==> src/rtl/glyph_feature_extractor.sv <==
// glyph_feature_extractor
// Streams a binary glyph one row per beat and accumulates two saturated
// features per frame: horizontal ink runs (edges) and diagonal 2x2
// transitions between consecutive rows (curves). The finished result is
// held on a valid/ready output until the consumer takes it.
// Optional build macro: FEAT_VERT_EDGE_EN adds vertical ink onsets
// (cur=1, prev=0) into the edge accumulator.
module glyph_feature_extractor #(
    parameter int ROWS = 8,
    parameter int COLS = 8
) (
    input  logic            clk,
    input  logic            rst_n,
    input  logic            pix_valid,
    output logic            pix_ready,
    input  logic [COLS-1:0] pix_row,
    output logic            out_valid,
    input  logic            out_ready,
    output logic [2:0]      edges,
    output logic [3:0]      curves,
    output logic            busy
);
    localparam int CW = $clog2(COLS + 1);
    localparam int RW = (ROWS > 2) ? $clog2(ROWS) : 1;

    typedef enum logic [1:0] {IDLE, ACCUM, DONE} state_t;

    state_t          state_reg, state_next;
    logic            ready_en_reg;
    logic [RW-1:0]   row_cnt_reg;
    logic [COLS-1:0] prev_reg;
    logic [2:0]      edge_acc_reg;
    logic [3:0]      curve_acc_reg;
    logic [2:0]      edges_reg;
    logic [3:0]      curves_reg;

    logic            row_fire;
    logic            out_fire;
    logic            last_row;
    logic [COLS-1:0] run_bits;
    logic [COLS-1:0] diag_bits;
    logic [CW-1:0]   run_cnt;
    logic [CW-1:0]   diag_cnt;
    logic [7:0]      edge_sum;
    logic [7:0]      curve_sum;
    logic [2:0]      edge_new;
    logic [3:0]      curve_new;

    function automatic logic [CW-1:0] popcnt(input logic [COLS-1:0] v);
        logic [CW-1:0] c;
        c = '0;
        for (int i = 0; i < COLS; i++) begin
            c = c + CW'(v[i]);
        end
        return c;
    endfunction

    // Per-pixel run starts: ink whose left neighbour is blank (or the edge).
    generate
        for (genvar gi = 0; gi < COLS; gi++) begin : g_run
            if (gi == 0) begin : g_first
                assign run_bits[gi] = pix_row[gi];
            end else begin : g_rest
                assign run_bits[gi] = pix_row[gi] & ~pix_row[gi-1];
            end
        end
    endgenerate

    // Per-position diagonal transitions between prev and cur; suppressed on row 0.
    generate
        for (genvar gi = 0; gi < COLS - 1; gi++) begin : g_diag
            assign diag_bits[gi] = (state_reg != IDLE) &
                ((prev_reg[gi] & ~prev_reg[gi+1] & ~pix_row[gi] & pix_row[gi+1]) |
                 (~prev_reg[gi] & prev_reg[gi+1] & pix_row[gi] & ~pix_row[gi+1]));
        end
    endgenerate
    assign diag_bits[COLS-1] = 1'b0;

    assign run_cnt  = popcnt(run_bits);
    assign diag_cnt = popcnt(diag_bits);

`ifdef FEAT_VERT_EDGE_EN
    logic [CW-1:0] vert_cnt;
    assign vert_cnt = popcnt(pix_row & ~prev_reg);
    assign edge_sum = 8'(edge_acc_reg) + 8'(run_cnt) + 8'(vert_cnt);
`else
    assign edge_sum = 8'(edge_acc_reg) + 8'(run_cnt);
`endif
    assign curve_sum = 8'(curve_acc_reg) + 8'(diag_cnt);

    // Clamp in a wide sum so the saturated value can never wrap.
    assign edge_new  = (edge_sum  > 8'd7)  ? 3'd7  : edge_sum[2:0];
    assign curve_new = (curve_sum > 8'd15) ? 4'd15 : curve_sum[3:0];

    assign pix_ready = ready_en_reg & (state_reg != DONE);
    assign row_fire  = pix_valid & pix_ready;
    assign out_valid = (state_reg == DONE);
    assign out_fire  = out_valid & out_ready;
    assign busy      = (state_reg == ACCUM);
    assign last_row  = (row_cnt_reg == RW'(ROWS - 1));
    assign edges     = edges_reg;
    assign curves    = curves_reg;

    // State register; ready is held off until the first clock after reset.
    always_ff @(posedge clk or negedge rst_n) begin
        if (!rst_n) begin
            state_reg    <= IDLE;
            ready_en_reg <= 1'b0;
        end else begin
            state_reg    <= state_next;
            ready_en_reg <= 1'b1;
        end
    end

    // Next-state: first row opens a frame, last row closes it, handshake frees it.
    always_comb begin
        state_next = state_reg;
        case (state_reg)
            IDLE:    if (row_fire) state_next = ACCUM;
            ACCUM:   if (row_fire && last_row) state_next = DONE;
            DONE:    if (out_ready) state_next = IDLE;
            default: state_next = IDLE;
        endcase
    end

    // Accumulators, previous row, row counter and the held frame result.
    always_ff @(posedge clk or negedge rst_n) begin
        if (!rst_n) begin
            row_cnt_reg   <= '0;
            prev_reg      <= '0;
            edge_acc_reg  <= '0;
            curve_acc_reg <= '0;
            edges_reg     <= '0;
            curves_reg    <= '0;
        end else if (out_fire) begin
            row_cnt_reg   <= '0;
            prev_reg      <= '0;
            edge_acc_reg  <= '0;
            curve_acc_reg <= '0;
        end else if (row_fire) begin
            row_cnt_reg   <= row_cnt_reg + 1'b1;
            prev_reg      <= pix_row;
            edge_acc_reg  <= edge_new;
            curve_acc_reg <= curve_new;
            if (last_row) begin
                edges_reg  <= edge_new;
                curves_reg <= curve_new;
            end
        end
    end
endmodule

==> config.mk <==
export PLATFORM = sky130hd
export DESIGN_NAME = glyph_feature_extractor
export DESIGN_NICKNAME = d
export VERILOG_FILES = /design/src/rtl/glyph_feature_extractor.sv
export SDC_FILE = /design/constraint.sdc
export NUM_CORES = 1
export LEC_CHECK = 0
export ABC_AREA = 1
export CORE_MARGIN = 2
export CORE_UTILIZATION = 50
export CTS_CLUSTER_DIAMETER = 100
export CTS_CLUSTER_SIZE = 10
export DETAILED_ROUTE_END_ITERATION = 8
export PLACE_DENSITY_LB_ADDON = 0.08
export SYNTH_ARGS = -nofsm -noshare
export SYNTH_HDL_FRONTEND = slang
export SYNTH_SLANG_ARGS = --single-unit
==> constraint.sdc <==
create_clock -name clk -period 3.9 [get_ports clk]
set_clock_uncertainty 0.15 [all_clocks]
set_input_delay 0.39 -clock clk [delete_from_list [all_inputs] [get_ports clk]]
set_output_delay 0.39 -clock clk [all_outputs]
set_load 0.005 [all_outputs]
==> impl_metrics.toml <==
[synthesis]
syn_area_per_cell_um2 = 8.44
synth_most_common_cell = "nand2_1"
synth_top_family_by_area = "simple AND/OR/NAND/NOR gates"
synth.top_cells.by_count = "nand2_1 (66), inv_1 (34), dfrtp_1 (28), ha_1 (14)"
yosysTopAreaCellShare_pct = 38.3
ys_ff_latch = 28
async_flop_share_pct = 100
yosys.area.top_type = "dfrtp_1"
syn_nets = 252
ys_top_cells_by_area = "dfrtp_1 (38%), nand2_1 (14%), fa_1 (9.8%)"
synth.distinct_cells = 28
synthXorXnorAreaFrac_pct = 0.478
yosys_warnings = 0
syn_inst = 217
synth-simple-area-share_pct = 24.9
synthMuxAreaShare_pct = 0
yosysSeqAreaShare_pct = 38.3
synth_fa_ha_area_share_pct = 19.4
synth_edf_count = 0
synth-main-ff-cell = "dfrtp_1"
syn-cell-area_um2 = 1830
synth-compound-area-share_pct = 7.92

[detailed_routing]
first_pass_iters = 4
ant_nets = 0
wl_per_cell_um = 12.8
drc = 0
drt_wl_total_um = 3880
num_vias = 1538
viasPerCell = 5.08
drt_iter0_drc = 85

[floorplan]
die-area_um2 = 4160
ios = 22
start_util_pct = 53.6
fp-row-count = 21
die_height_um = 64.5
die_w_um = 64.5
core-area_um2 = 3420

[clock_network]
root_buffer = "clkbuf_4"
cts_tree = "done"
clk_path_buf_depth = 2
clk_pin_slew_worst_paths_ns = 0.16
htree_levels = 1
clock-sinks = 28
clk_latency_ns = 0.34
numCtsBuffers = 3

[sta]
fin_crit_sh_pct = 94.5
hold_viol = 0
setup_viol = 0
timing.fmax_mhz = 271
whs_ns = 0.246
min_period_ns = 3.68
slew_violations = 0
setup_slack_ns = 0.216

[placed_design]
pre_cts_slack_ns = -0.402
gp_congestion = 0.877
dp_hpwl_um = 2940
dpl_cell_area_um2 = 2190
port_buffers = 21

[final_layout]
final_area_um2 = 2290
final_core_util_pct = 67.0
area_delta_synth_final_pct = 25.0
antenna_cells = 0
finalNetCount = 293
largest_reg_flops = 8
drive_above_1_share_pct = 16.0

[min_path]
worstHoldPathType = "in -> async"

[pwr]
ir_drop_uv = 379
p_total_uw = 1310
powerDensity_nw_per_um2 = 572
p_leak_uw = 0.00125

[job]
max_cap_viol_count = 0

[worst_setup_path]
ff2ff_path_depth = 15
crit_fanout = 3
criticalPathCategory = "reg -> reg"
critPathCaptureType = "flop"
arrival_ns = 3.76
setup.worst_path.start_class = "flop"
cp_data_required_time_ns = 3.98

[grt]
grt-ovfl-total = 0
grt_pass1_wl_um = 7060
grt.total_usage_pct = 21.7
grt_pass1_vias = 1591
antenna_found_initial = 0
grt_max_degree = 29

[run_status]
status = "finished clean"
through the flow:
step | cells | TNS (ns)
6_report | 303 | 0
5_1_grt | 303 | -0.0474
4_1_cts | 300 | 0
3_5_place_dp | 296 | -5.22
3_3_place_gp | 296 | -4.72
2_1_floorplan | 217 | 0
report_power, final:
group | internal, µW | leakage (µW) | switching [µW]
Clock | 104 | 0.0000279 | 91.9
Sequential | 373 | 0.000354 | 51.0
Combinational | 320 | 0.000863 | 370
cells in the final DEF (no fill, tap or decap), types with 4 or more instances in the layout:
cell type / netlist / layout
buf_4: 0 / 16
clkdlybuf4s50_1: 0 / 17
dfrtp_1: 28 / 28
fa_1: 9 / 5
fa_2: 0 / 4
ha_1: 14 / 14
inv_1: 34 / 33
inv_2: 3 / 4
nand2_1: 66 / 66
nand3_1: 9 / 9
nand4_1: 5 / 5
nor2_1: 8 / 6
nor3_1: 4 / 4
o21ai_0: 5 / 4
o22ai_1: 9 / 9
path summary, 6_finish.rpt:
check / start / end / slack, ns
setup / recovery: prev_reg[1]$_DFFE_PN0P_ / curve_acc_reg[0]$_DFFE_PN0P_ / 0.22
hold / removal: rst_n / prev_reg[3]$_DFFE_PN0P_ / 0.25
setup reg to reg: prev_reg[1]$_DFFE_PN0P_ / curve_acc_reg[0]$_DFFE_PN0P_ / 0.22
hold reg to reg: row_cnt_reg[1]$_DFFE_PN0P_ / row_cnt_reg[1]$_DFFE_PN0P_ / 0.35
max in group asynchronous: rst_n / curve_acc_reg[1]$_DFFE_PN0P_ / 3.08
min in group clk: pix_row[0] / prev_reg[0]$_DFFE_PN0P_ / 0.34
per-layer routing:
layer  GRT usage [%]  share of wire, %  wire (µm)  vias up
met5               0                 0          0        -
met1            29.5                48       1860      728
met4            3.99               1.0         40        0
met3            4.17               4.2        161        4
met2            36.5                47       1820       30
li1                -                 -          -      776
cell type report:
cell class | instances | area [µm²]
inverters | 39 | 151
multi-input cells | 149 | 991
well taps | 46 | 57.6
fillers | 302 | 1130
clock inverters | 1 | 30.0
repair buffers | 37 | 337
flip-flops and latches | 28 | 701
clock buffers | 3 | 22.5
repair_timing:
action | in CTS | in global routing
pin swaps | 1 | 6
hold buffers | 0 | 0
gates resized for setup | 1 | 13
buffers inserted | 0 | 3
endpoints found under the setup margin | 8 | 14
critical path, cell delays in order (launching register included):
cell and delay, ns:
dfrtp_1 0.42, inv_1 0.10, nand4_1 0.12, a21oi_2 0.18
fa_1 0.42, inv_1 0.08, fa_1 0.43, fa_1 0.54
inv_1 0.04, ha_1 0.22, fa_2 0.40, inv_1 0.06
nor2_1 0.05, nor3_1 0.15, buf_4 0.15, o21ai_1 0.05
cells by family (layout without fill, tap and decap cells):
logic type / after synthesis / after routing
AOI/OAI and AO/OA: 24 / 24
xor gates and xnor gates: 1 / 1
adders and majority gates: 23 / 23
buffers and inverters: 40 / 80
DFF: 28 / 28
other: 1 / 1
and+or+nand+nor: 100 / 100
No activity file was read; power rests on OpenSTA's default activity.
